===== src/rtl/vga_timing.sv =====
// VGA raster timing generator: pixel/line counters with registered sync, blanking and strobe outputs.
// Every output is computed from the next counter values so it lines up with pixel_x/pixel_y.
module vga_timing #(
    parameter int VGA_WIDTH     = 640,
    parameter int VGA_HEIGHT    = 480,
    parameter int H_FRONT_PORCH = 16,
    parameter int H_SYNC_PULSE  = 96,
    parameter int H_BACK_PORCH  = 48,
    parameter int V_FRONT_PORCH = 10,
    parameter int V_SYNC_PULSE  = 2,
    parameter int V_BACK_PORCH  = 33,
    parameter int FRAME_BITS    = 5,
    localparam int H_TOTAL = VGA_WIDTH + H_FRONT_PORCH + H_SYNC_PULSE + H_BACK_PORCH,
    localparam int V_TOTAL = VGA_HEIGHT + V_FRONT_PORCH + V_SYNC_PULSE + V_BACK_PORCH,
    localparam int XW      = $clog2(H_TOTAL),
    localparam int YW      = $clog2(V_TOTAL)
) (
    input  logic                  clk,
    input  logic                  rst_n,
    input  logic                  pixel_ce,
    input  logic                  sync_restart,
    output logic [XW-1:0]         pixel_x,
    output logic [YW-1:0]         pixel_y,
    output logic                  hsync,
    output logic                  vsync,
    output logic                  display_on,
    output logic                  line_start,
    output logic                  frame_start,
    output logic [FRAME_BITS-1:0] frame_counter
);

    localparam logic [XW-1:0] X_LAST   = XW'(H_TOTAL - 1);
    localparam logic [XW-1:0] X_ACTIVE = XW'(VGA_WIDTH);
    localparam logic [XW-1:0] HS_FIRST = XW'(VGA_WIDTH + H_FRONT_PORCH);
    localparam logic [XW-1:0] HS_LAST  = XW'(VGA_WIDTH + H_FRONT_PORCH + H_SYNC_PULSE - 1);
    localparam logic [XW-1:0] X_ONE    = XW'(1);
    localparam logic [YW-1:0] Y_LAST   = YW'(V_TOTAL - 1);
    localparam logic [YW-1:0] Y_ACTIVE = YW'(VGA_HEIGHT);
    localparam logic [YW-1:0] VS_FIRST = YW'(VGA_HEIGHT + V_FRONT_PORCH);
    localparam logic [YW-1:0] VS_LAST  = YW'(VGA_HEIGHT + V_FRONT_PORCH + V_SYNC_PULSE - 1);
    localparam logic [YW-1:0] Y_ONE    = YW'(1);
    localparam logic [FRAME_BITS-1:0] FC_ONE = FRAME_BITS'(1);

    logic [XW-1:0]         x_next_s;
    logic [YW-1:0]         y_next_s;
    logic [FRAME_BITS-1:0] fc_next_s;
    logic                  update_s;
    logic                  line_s;
    logic                  frame_s;
    logic                  hsync_next_s;
    logic                  vsync_next_s;
    logic                  display_next_s;

    // Next raster position, strobes and frame count; restart wins over pixel_ce.
    always_comb begin
        x_next_s  = pixel_x;
        y_next_s  = pixel_y;
        fc_next_s = frame_counter;
        update_s  = 1'b0;
        line_s    = 1'b0;
        frame_s   = 1'b0;
        if (sync_restart) begin
            x_next_s = '0;
            y_next_s = '0;
            update_s = 1'b1;
            line_s   = 1'b1;
            frame_s  = 1'b1;
        end else if (pixel_ce) begin
            update_s = 1'b1;
            // >= rather than == so a corrupted counter still falls back into range
            if (pixel_x >= X_LAST) begin
                x_next_s = '0;
                line_s   = 1'b1;
                if (pixel_y >= Y_LAST) begin
                    y_next_s  = '0;
                    frame_s   = 1'b1;
                    fc_next_s = frame_counter + FC_ONE;
                end else begin
                    y_next_s = pixel_y + Y_ONE;
                end
            end else begin
                x_next_s = pixel_x + X_ONE;
            end
        end else begin
            update_s = 1'b0;
        end
    end

    // Sync and blanking decode of the next position; held when the counters do not move.
    always_comb begin
        hsync_next_s   = hsync;
        vsync_next_s   = vsync;
        display_next_s = display_on;
        if (update_s) begin
            hsync_next_s   = !((x_next_s >= HS_FIRST) && (x_next_s <= HS_LAST));
            vsync_next_s   = !((y_next_s >= VS_FIRST) && (y_next_s <= VS_LAST));
            display_next_s = (x_next_s < X_ACTIVE) && (y_next_s < Y_ACTIVE);
        end else begin
            hsync_next_s   = hsync;
            vsync_next_s   = vsync;
            display_next_s = display_on;
        end
    end

    // Output registers; reset forces syncs inactive (high) asynchronously.
    always_ff @(posedge clk or negedge rst_n) begin
        if (!rst_n) begin
            pixel_x       <= '0;
            pixel_y       <= '0;
            hsync         <= 1'b1;
            vsync         <= 1'b1;
            display_on    <= 1'b0;
            line_start    <= 1'b0;
            frame_start   <= 1'b0;
            frame_counter <= '0;
        end else begin
            pixel_x       <= x_next_s;
            pixel_y       <= y_next_s;
            hsync         <= hsync_next_s;
            vsync         <= vsync_next_s;
            display_on    <= display_next_s;
            line_start    <= line_s;
            frame_start   <= frame_s;
            frame_counter <= fc_next_s;
        end
    end

endmodule


===== config.mk =====
export PLATFORM = sky130hd
export DESIGN_NAME = vga_timing
export DESIGN_NICKNAME = d
export VERILOG_FILES = /design/src/rtl/vga_timing.sv
export SDC_FILE = /design/constraint.sdc
export NUM_CORES = 1
export LEC_CHECK = 0
export BUFFER_PORTS_ARGS = -buffer_cell sky130_fd_sc_hd__buf_2
export CAP_MARGIN = 20
export CELL_PAD_IN_SITES_DETAIL_PLACEMENT = 1
export CELL_PAD_IN_SITES_GLOBAL_PLACEMENT = 2
export CORE_ASPECT_RATIO = 1.2
export CORE_MARGIN = 2
export CORE_UTILIZATION = 28
export CTS_BUF_LIST = sky130_fd_sc_hd__clkbuf_2 sky130_fd_sc_hd__clkbuf_4 sky130_fd_sc_hd__clkbuf_8
export CTS_CLUSTER_DIAMETER = 60
export DETAILED_ROUTE_END_ITERATION = 12
export PLACE_DENSITY = 0.7
export SKIP_CTS_REPAIR_TIMING = 1
export SLEW_MARGIN = 40
export SYNTH_ARGS = -nofsm -noshare
export SYNTH_HDL_FRONTEND = slang
export SYNTH_SLANG_ARGS = --single-unit

===== constraint.sdc =====
create_clock -name clk -period 6.4 [get_ports clk]
set_input_delay 0 -clock clk [delete_from_list [all_inputs] [get_ports clk]]
set_output_delay 0 -clock clk [all_outputs]
set_load 0.01 [all_outputs]

==> results of run 1 <==
[worst paths after layout]
path,start,endpoint,slack [ns],cells past startpoint
min in group asynchronous,rst_n,line_start$_DFF_PN0_,0.30,2
hold / removal,pixel_ce,pixel_x[1]$_DFF_PN0_,0.09,3
hold reg to reg,frame_counter[4]$_DFFE_PN0P_,frame_counter[4]$_DFFE_PN0P_,0.48,1
setup / recovery,pixel_y[4]$_DFF_PN0_,vsync$_DFFE_PN1P_,3.86,6
max in group asynchronous,rst_n,pixel_y[7]$_DFF_PN0_,5.64,2
setup reg to reg,pixel_y[4]$_DFF_PN0_,vsync$_DFFE_PN1P_,3.86,6
[cell usage after synthesis, types with 2 or more instances]
master | instances | area (um2)
sky130_fd_sc_hd__dfrtp_1 | 28 | 701
sky130_fd_sc_hd__nor2_1 | 22 | 82.6
sky130_fd_sc_hd__nand2_1 | 11 | 41.3
sky130_fd_sc_hd__nand4_1 | 10 | 62.6
sky130_fd_sc_hd__a21oi_1 | 8 | 40.0
sky130_fd_sc_hd__inv_1 | 7 | 26.3
sky130_fd_sc_hd__and3_1 | 6 | 37.5
sky130_fd_sc_hd__xnor2_1 | 6 | 52.6
sky130_fd_sc_hd__nand3_1 | 5 | 25.0
sky130_fd_sc_hd__o21ai_0 | 5 | 25.0
sky130_fd_sc_hd__ha_1 | 4 | 50.1
sky130_fd_sc_hd__xor2_1 | 4 | 35.0
sky130_fd_sc_hd__a211oi_1 | 3 | 22.5
sky130_fd_sc_hd__a31oi_1 | 3 | 18.8
sky130_fd_sc_hd__and2_1 | 3 | 18.8
sky130_fd_sc_hd__buf_4 | 3 | 22.5
sky130_fd_sc_hd__clkbuf_1 | 3 | 11.3
sky130_fd_sc_hd__mux2i_1 | 3 | 30.0
sky130_fd_sc_hd__a22oi_1 | 2 | 15.0
sky130_fd_sc_hd__a32o_1 | 2 | 20.0
sky130_fd_sc_hd__a41o_1 | 2 | 20.0
sky130_fd_sc_hd__dfstp_2 | 2 | 52.6
sky130_fd_sc_hd__nor3_1 | 2 | 10.0
sky130_fd_sc_hd__o32a_1 | 2 | 20.0
sky130_fd_sc_hd__or3_1 | 2 | 12.5
sky130_fd_sc_hd__or4_1 | 2 | 15.0
[cell type report]
| class | instances | share of cell area, % |
|---|---|---|
| clock buffer | 6 | 4.02 |
| clock inverter | 2 | 0.610 |
| inverter | 8 | 1.46 |
| multi-input combinational | 133 | 43.7 |
| sequential | 30 | 36.7 |
| tap | 82 | 5.00 |
| timing repair buffer | 34 | 8.54 |
[kinds of logic after synthesis]
kind of cell	Yosys count	share of synthesized area, %
simple gates	75	23.4
mux	4	2.39
compound gates	40	18.1
flops	30	43.7
xor+xnor	10	5.08
buf+inv	15	4.35
fa+ha+maj	4	2.90
[worst max-delay path, cell delays in order, from the launching register on]
cell and delay (ns):
sky130_fd_sc_hd__dfrtp_1 0.46, sky130_fd_sc_hd__or4_4 0.57, sky130_fd_sc_hd__o31a_4 0.34, sky130_fd_sc_hd__nor2_4 0.18, sky130_fd_sc_hd__a22oi_2 0.09, sky130_fd_sc_hd__or4b_1 0.53, sky130_fd_sc_hd__o32a_1 0.30
[stage by stage]
stage / util [%] / worst slack, ns
6_report: 34.1 / 3.86
5_1_grt: 34.1 / 3.76
4_1_cts: 34.0 / 3.86
3_5_place_dp: 32.4 / 3.88
3_3_place_gp: 32.4 / 3.91
2_1_floorplan: - / 3.99
[placed cells by master (no fill, tap or decap), types with 2 or more instances in the layout]
cell type                  synthesis  layout
sky130_fd_sc_hd__buf_2             0      33
sky130_fd_sc_hd__dfrtp_1          28      28
sky130_fd_sc_hd__nor2_1           22      22
sky130_fd_sc_hd__nand2_1          11      11
sky130_fd_sc_hd__nand4_1          10      10
sky130_fd_sc_hd__a21oi_1           8       8
sky130_fd_sc_hd__inv_1             7       7
sky130_fd_sc_hd__and3_1            6       6
sky130_fd_sc_hd__xnor2_1           6       6
sky130_fd_sc_hd__clkbuf_8          0       6
sky130_fd_sc_hd__nand3_1           5       5
sky130_fd_sc_hd__o21ai_0           5       5
sky130_fd_sc_hd__xor2_1            4       4
sky130_fd_sc_hd__ha_1              4       4
sky130_fd_sc_hd__and2_1            3       3
sky130_fd_sc_hd__a31oi_1           3       3
sky130_fd_sc_hd__a211oi_1          3       3
sky130_fd_sc_hd__mux2i_1           3       3
sky130_fd_sc_hd__nor3_1            2       2
sky130_fd_sc_hd__or4_1             2       2
sky130_fd_sc_hd__or3_1             2       2
sky130_fd_sc_hd__a32o_1            2       2
sky130_fd_sc_hd__a22oi_1           2       2
sky130_fd_sc_hd__a41o_1            2       2
sky130_fd_sc_hd__o32a_1            2       2
sky130_fd_sc_hd__dfstp_2           2       2
[flip-flops by register name, summed over array words and instances, names as in the netlist]
register and cells:
pixel_x 10, line_start 1, frame_start 1, hsync 1, pixel_y 10, display_on 1, vsync 1, frame_counter 5
[layer usage]
layer / track usage [%] / part of all wire [%] / up-vias
met5: 0 / 0 / -
li1: - / - / 725
met3: 3.48 / 4.0 / 4
met2: 23.0 / 48 / 39
met4: 4.24 / 0.73 / 0
met1: 20.6 / 47 / 752
[power breakdown]
group          leakage [nW]  internal [mW]  total, mW  switching (mW)
clock network        0.0472         0.0864      0.165          0.0786
logic                 0.474        0.00935     0.0271          0.0178
registers             0.400          0.193      0.198         0.00459
total                 0.922          0.289      0.390           0.101
==> flow_summary.json, run 1 <==
{
  "place_hpwl_um": 3500,
  "fillCellCount": 715,
  "powerDensity_mw_per_mm2": 190,
  "final_hold_viol_count": 0,
  "dr_pass1_iterations": 4,
  "port_buffers": 33,
  "cts_tree": "done",
  "boundaryPins": 34,
  "synth-warning-count": 0,
  "worst_hold_slack_ns": 0.0948,
  "grt_pass1_vias": 1457,
  "clock_sinks": 30,
  "post_synth_num_cell_types": 54,
  "layout.cells.non_filler": 295,
  "finish.net_count": 220,
  "die_area_mm2": 0.00680,
  "postRouteWirelength_um": 4930,
  "detail_route.iter0.violations": 40,
  "finalWeightedCongestion": 0.778,
  "syn_nets": 186,
  "layout_worst_path_cycle_share_pct": 39.8,
  "outcome": "completed",
  "floorplan.rows": 31,
  "globalRouteOverflowTotal": 0,
  "dpl-instance-area_mm2": 0.00195,
  "grt_max_degree": 31,
  "grt_antenna_before_repair": 0,
  "synth_flop_cell": "sky130_fd_sc_hd__dfrtp_1",
  "clkTransAtPathRegs_ns": 0.07,
  "synthCells": 178,
  "post-route-min-period_ns": 2.54,
  "cp_max_fo": 9,
  "core_area_mm2": 0.00601,
  "setup.worst_path.start_class": "flop",
  "drive_above_1_share_pct": 25.4,
  "finalMaxSlewViolations": 0,
  "crit_path_class": "flop to flop",
  "vertical_die_dimension_um": 90.0,
  "htree_num_levels": 2,
  "drtAntennaViolNets": 0,
  "endpoint_required_time_on_the_critical_path_ns": 6.61,
  "die_w_um": 75.6,
  "number_of_enable_type_register_cells_in_the_synthesized_netlist": 0,
  "cts.root.buffer_cell": "sky130_fd_sc_hd__clkbuf_8",
  "ctsLongestPathBuffers": 2,
  "drt-wirelength-per-cell_um": 16.7,
  "first_pass_grt_wire_length_um": 7760,
  "finalSetupViolations": 0,
  "synthToLayoutAreaGrowth_pct": 19.0,
  "drcViolationCount": 0,
  "setup_tns_ns": 0,
  "fmaxAchievable_mhz": 393,
  "worst_max_slew_pin_slew_ns": 0.707,
  "hold_path_class": "input port to flop",
  "dp_cells": 286,
  "ys_seq_area_share_pct": 43.7,
  "multi_input_area_um2": 896,
  "cell_area_synth_mm2": 0.00172,
  "initial_core_util_pct": 28.7,
  "slew-limit-headroom_pct": 52.9,
  "cp.arrival_ns": 2.76,
  "p_leak_nw": 0.922,
  "cts_buffers": 5,
  "ys_seq_elements": 30,
  "regArea_um2": 753,
  "clock_insertion_delay_worst_skew_ns": 0.28,
  "vias_per_cell": 5.15,
  "share_of_synthesized_flip_flops_with_an_asynchronous_set_or_reset_pct": 100,
  "design_power_total_mw": 0.390,
  "maxcap_violations": 0,
  "peakVddDrop_mv": 0.0825,
  "routed-via-count": 1520,
  "postLayoutCellArea_mm2": 0.00205,
  "rsz0062_at_grt": "false",
  "avgSynthCellArea_um2": 9.69,
  "global_router_s_overall_resource_usage_pct": 14.9,
  "end_kind": "flop",
  "antenna_cells_inserted": 0,
  "finClkSkew_ns": 0.00598
}
(Power assumes the default switching activity.)
==> inputs of run 2 (changes only) <==
- PLACE_DENSITY: 0.7 -> 0.72
- clock period: 6.4 -> 2.3 ns (I/O delays scaled with it)
==> run 2 against run 1 <==
  * The run now ends with setup timing left
  * Non-clock buffer count is 26 higher
  * First-iteration DRC count is 23% higher
  * Fmax is 6.1% higher
  * Combinational power grew to 3.5 times the previous value
  * Die area stayed put
  * Total power grew to 2.8 times the previous value
  * Highest routed layer unchanged
==> flow_summary.json, run 2 (synthesis results as in run 1) <==
{
  "global_router_s_overall_resource_usage_pct": 15.9,
  "cts_tree": "done",
  "cp.arrival_ns": 2.62,
  "globalRouteOverflowTotal": 0,
  "met2_wirelength_um": 2440,
  "routed-via-count": 1575,
  "final_hold_viol_count": 0,
  "smallest_setup_slack_after_layout_ns": -0.0988,
  "grt_antenna_before_repair": 0,
  "boundaryPins": 34,
  "first_pass_grt_wire_length_um": 8230,
  "met3WireLength_um": 178,
  "clock_sinks": 30,
  "top_regs": "pixel_x (10), pixel_y (10), frame_counter (5)",
  "cts_buffers": 5,
  "port_buffers": 33,
  "violated_checks": "setup timing",
  "dpl-instance-area_mm2": 0.00213,
  "drt-wirelength-per-cell_um": 15.8,
  "layout_commonest_cell": "sky130_fd_sc_hd__buf_2",
  "dr_pass1_iterations": 4,
  "power_switching_share_pct": 25.0,
  "die_w_um": 75.6,
  "critPathBufInv": 0,
  "drtAntennaViolNets": 0,
  "drcViolationCount": 0,
  "drive_above_1_share_pct": 36.8,
  "fillCellCount": 723,
  "synthToLayoutAreaGrowth_pct": 31.8,
  "core_area_mm2": 0.00601,
  "clkTransAtPathRegs_ns": 0.07,
  "vertical_die_dimension_um": 90.0,
  "endpoint_required_time_on_the_critical_path_ns": 2.52,
  "clock_insertion_delay_worst_skew_ns": 0.29,
  "vias_per_cell": 4.91,
  "wl_met1_um": 2360,
  "finalWeightedCongestion": 0.781,
  "fmaxAchievable_mhz": 417,
  "place_hpwl_um": 3760,
  "p_clk_share_pct": 41.3,
  "end_kind": "flop",
  "finalMaxSlewViolations": 0,
  "die_area_mm2": 0.00680,
  "maxcap_violations": 0,
  "postLayoutCellArea_mm2": 0.00227,
  "finClkSkew_ns": 0.0117,
  "grt_max_degree": 31,
  "htree_num_levels": 2,
  "antenna_cells_inserted": 0,
  "powerDensity_mw_per_mm2": 479,
  "setup.worst_path.start_class": "flop",
  "hold_path_class": "input port to flop",
  "internal_cell_power_mw": 0.816,
  "crit_path_cell_trace": "or4_4 -> o31a_4 -> nand2_2 -> and3_4 -> or4b_1 -> o32a_1",
  "peakVddDrop_mv": 0.305,
  "layout_worst_path_cycle_share_pct": 104,
  "floorplan.rows": 31,
  "crit_family": "simple AND/OR/NAND/NOR gates",
  "ctsLongestPathBuffers": 2,
  "post-route-min-period_ns": 2.40,
  "setup_tns_ns": -0.156,
  "route.top_layer_used": "met4",
  "crit_path_class": "flop to flop",
  "finalSetupViolations": 2,
  "grt_pass1_vias": 1601,
  "detail_route.iter0.violations": 49,
  "critical_path.slowest_cell": "sky130_fd_sc_hd__or4_4",
  "worst_max_slew_pin_slew_ns": 0.698,
  "p_leak_nw": 1.06,
  "rsz0062_at_grt": "true",
  "cp_max_fo": 6,
  "cp_slowest_stage_delay_ns": 0.55,
  "pwr-share-seq_pct": 49.9,
  "cts.root.buffer_cell": "sky130_fd_sc_hd__clkbuf_8",
  "regArea_um2": 754,
  "outcome": "finished with violations",
  "initial_core_util_pct": 28.7,
  "multi_input_area_um2": 922,
  "pwr-share-comb_pct": 8.8,
  "finish.net_count": 246,
  "layout.cells.most_common_list": "sky130_fd_sc_hd__buf_2, sky130_fd_sc_hd__dfrtp_1, sky130_fd_sc_hd__buf_4",
  "postRouteWirelength_um": 5060,
  "power.net_switching_mw": 0.273,
  "slew-limit-headroom_pct": 53.4
}
-- run 2: changes by cell type in the layout (fill, tap and decap cells not counted), sizes merged --
| cell | previous run | this run |
|---|---|---|
| buf | 33 | 59 |
-- run 2: tightest hold or removal path, cell delays in order --
cell	delay [ns]
sky130_fd_sc_hd__buf_2	0.17
sky130_fd_sc_hd__nand3b_1	0.11
sky130_fd_sc_hd__a21oi_1	0.06
-- run 2: worst paths after layout --
| check | startpoint | endpoint | slack (ns) | cells after the start |
|---|---|---|---|---|
| min reg2reg | frame_counter[4]$_DFFE_PN0P_ | frame_counter[4]$_DFFE_PN0P_ | 0.48 | 1 |
| min | pixel_ce | pixel_x[1]$_DFF_PN0_ | 0.10 | 3 |
| max in group asynchronous | rst_n | pixel_y[4]$_DFF_PN0_ | 1.52 | 2 |
| max reg2reg | pixel_y[7]$_DFF_PN0_ | vsync$_DFFE_PN1P_ | -0.1 | 6 |
| min in group asynchronous | rst_n | pixel_x[1]$_DFF_PN0_ | 0.30 | 2 |
| max | pixel_y[7]$_DFF_PN0_ | vsync$_DFFE_PN1P_ | -0.1 | 6 |
-- run 2: final cells by class --
class                           instances  share of cell area [%]
Inverter                                8                    1.32
Sequential cell                        30                    33.2
Clock buffer                            6                    3.63
Multi-Input combinational cell        133                    40.6
Timing Repair Buffer                   60                    16.2
Tap cell                               82                    4.52
Clock inverter                          2                   0.551
-- run 2: layer usage --
| metal | vias to the layer above | GRT usage (%) |
|---|---|---|
| met1 | 770 | 22.0 |
| met5 | - | 0 |
| met2 | 24 | 24.3 |
| met3 | 6 | 3.25 |
| met4 | 0 | 5.70 |
| li1 | 775 | - |
-- run 2: power by group through the flow --
stage	clock network [mW]	registers (mW)	logic [mW]
detailed placement	0	0.553	0.0954
CTS	0.468	0.543	0.0955
global route	0.493	0.544	0.106
finish	0.450	0.543	0.0958
global placement	0	0.553	0.0942
floorplan	0	0.563	0.0393
-- run 2: through the flow --
stage          hold WS, ns  worst slack (ns)  std cells  util, %  total power, mW
2_1_floorplan       -0.296           -0.0811        178        -            0.602
3_3_place_gp        0.0854           -0.0964        310     35.4            0.647
3_5_place_dp        0.0946            -0.114        310     35.4            0.649
4_1_cts             -0.221            -0.138        318     37.0             1.11
5_1_grt              0.123            -0.177        321     37.8             1.14
6_report             0.100           -0.0988        321     37.8             1.09
==> inputs of run 3 (changes only) <==
- GPL_TIMING_DRIVEN: unset -> 0
==> run 3 against run 2 <==
  * The flow finishes with violations (hold timing, setup timing)
  * Via count increased by 0.57%
  * Clock power increased by 4.4%
  * Total power increased by 1.5%
  * Count of clock-buffer cells in the layout up 1
  * Sequential power is 1% higher
  * Sequential share of layout area is 0.13 points higher
  * Design area is 0.11% higher
  * Fmax decreased by 4.7%
  * Setup slack got worse by 0.12 ns
  * Register-to-register slack lost 0.12 ns
  * Highest routed layer unchanged
==> flow_summary.json, run 3 (synthesis results as in run 1) <==
{
  "grt_antenna_before_repair": 0,
  "grt_max_degree": 31,
  "layout.cells.most_common_list": "sky130_fd_sc_hd__buf_2, sky130_fd_sc_hd__dfrtp_1, sky130_fd_sc_hd__nor2_1",
  "final_hold_viol_count": 1,
  "drive_above_1_share_pct": 37.8,
  "endpoint_required_time_on_the_critical_path_ns": 2.51,
  "boundaryPins": 34,
  "dpl-instance-area_mm2": 0.00199,
  "worst_hold_slack_ns": -0.00303,
  "drcViolationCount": 0,
  "top_regs": "pixel_x (10), pixel_y (10), frame_counter (5)",
  "maxcap_violations": 0,
  "ctsLongestPathBuffers": 2,
  "smallest_setup_slack_after_layout_ns": -0.218,
  "core_area_mm2": 0.00601,
  "drtAntennaViolNets": 0,
  "first_pass_grt_wire_length_um": 8330,
  "layout_commonest_cell": "sky130_fd_sc_hd__buf_2",
  "hold_path_class": "input port to flop",
  "cp_slowest_stage_delay_ns": 0.53,
  "crit_path_class": "flop to flop",
  "initial_core_util_pct": 28.7,
  "synthToLayoutAreaGrowth_pct": 31.9,
  "fmaxAchievable_mhz": 397,
  "postRouteWirelength_um": 5110,
  "peakVddDrop_mv": 0.266,
  "fillCellCount": 716,
  "finalSetupViolations": 2,
  "cts_buffers": 5,
  "finalMaxSlewViolations": 0,
  "clock_insertion_delay_worst_skew_ns": 0.28,
  "globalRouteOverflowTotal": 0,
  "port_buffers": 32,
  "antenna_cells_inserted": 0,
  "violated_checks": "hold timing, setup timing",
  "setup_tns_ns": -0.402,
  "cp_max_fo": 8,
  "end_kind": "flop",
  "vertical_die_dimension_um": 90.0,
  "dr_pass1_iterations": 4,
  "cts_tree": "done",
  "htree_num_levels": 2,
  "slew-limit-headroom_pct": 50.8,
  "outcome": "finished with violations",
  "setup.worst_path.start_class": "flop",
  "finClkSkew_ns": 0.00471,
  "finish.net_count": 237,
  "grt_pass1_vias": 1648,
  "clock_sinks": 30,
  "critical_path.slowest_cell": "sky130_fd_sc_hd__or4_4",
  "powerDensity_mw_per_mm2": 486,
  "worst_max_slew_pin_slew_ns": 0.737,
  "place_hpwl_um": 3460,
  "post-route-min-period_ns": 2.52,
  "die_area_mm2": 0.00680,
  "global_router_s_overall_resource_usage_pct": 15.9,
  "crit_path_cell_trace": "or4_4 -> o31a_4 -> nor2_4 -> a22oi_2 -> or4b_1 -> o32a_1",
  "worst-r2r-setup-slack_ns": -0.22,
  "rsz0062_at_grt": "true",
  "layout_worst_path_cycle_share_pct": 109,
  "clkTransAtPathRegs_ns": 0.07,
  "vias_per_cell": 5.08,
  "die_w_um": 75.6,
  "cp.arrival_ns": 2.73,
  "p_leak_nw": 1.01,
  "detail_route.iter0.violations": 75,
  "cts.root.buffer_cell": "sky130_fd_sc_hd__clkbuf_8",
  "drt-wirelength-per-cell_um": 16.4,
  "routed-via-count": 1584,
  "floorplan.rows": 31,
  "finalWeightedCongestion": 0.788,
  "postLayoutCellArea_mm2": 0.00227
}
run 3: changes by cell type in the layout (fill, tap and decap cells not counted), sizes merged:
cell      previous run  this run
clkinvlp             1         0
buf                 59        49
clkbuf               6         8
run 3: final timing paths:
kind                                               from                            to  cells past startpoint
max                                pixel_y[4]$_DFF_PN0_             vsync$_DFFE_PN1P_                      6
min                                        sync_restart          pixel_x[5]$_DFF_PN0_                      2
max reg2reg                        pixel_y[4]$_DFF_PN0_             vsync$_DFFE_PN1P_                      6
min reg2reg                frame_counter[4]$_DFFE_PN0P_  frame_counter[4]$_DFFE_PN0P_                      1
max in group asynchronous                         rst_n          pixel_y[8]$_DFF_PN0_                      2
min in group asynchronous                         rst_n          pixel_x[8]$_DFF_PN0_                      2
run 3: metal layers:
layer | up-vias | GRT usage (%) | wire [um]
met5 | - | 0 | 0
met4 | 0 | 5.99 | 76
met3 | 7 | 4.15 | 259
met1 | 793 | 21.1 | 2230
li1 | 752 | - | -
met2 | 32 | 24.3 | 2540
run 3: through the flow:
| stage | utilization, % | power, mW | worst slack [ns] | instances |
|---|---|---|---|---|
| floorplan | - | 0.602 | -0.0811 | 178 |
| global placement | 33.1 | 0.639 | -0.284 | 292 |
| detailed placement | 33.1 | 0.640 | -0.273 | 292 |
| CTS | 34.7 | 1.11 | -0.294 | 300 |
| global route | 37.8 | 1.14 | -0.284 | 312 |
| finish | 37.8 | 1.11 | -0.218 | 312 |
run 3: area by class of cell:
class / instances / area, um2 / area share (%)
buffer: 5 / 37.5 / 1.65
tap: 82 / 103 / 4.51
clock inverter: 1 / 5.00 / 0.220
timing repair buffer: 46 / 268 / 11.8
inverter: 8 / 30.0 / 1.32
clock buffer: 7 / 90.1 / 3.96
multi-input combinational: 133 / 983 / 43.2
sequential: 30 / 758 / 33.3
run 3: power by group:
group | internal (mW) | switching (mW) | total [mW]
Combinational | 0.0323 | 0.0520 | 0.0844
Sequential | 0.538 | 0.0129 | 0.551
Clock | 0.253 | 0.217 | 0.470
Total | 0.824 | 0.282 | 1.11
run 3: critical path, delay by kind of cell (launching register included):
family             cells  cell delay (ns)
and+or+nand+nor        3             1.19
DFF                    1             0.44
AOI/OAI and AO/OA      3             0.81
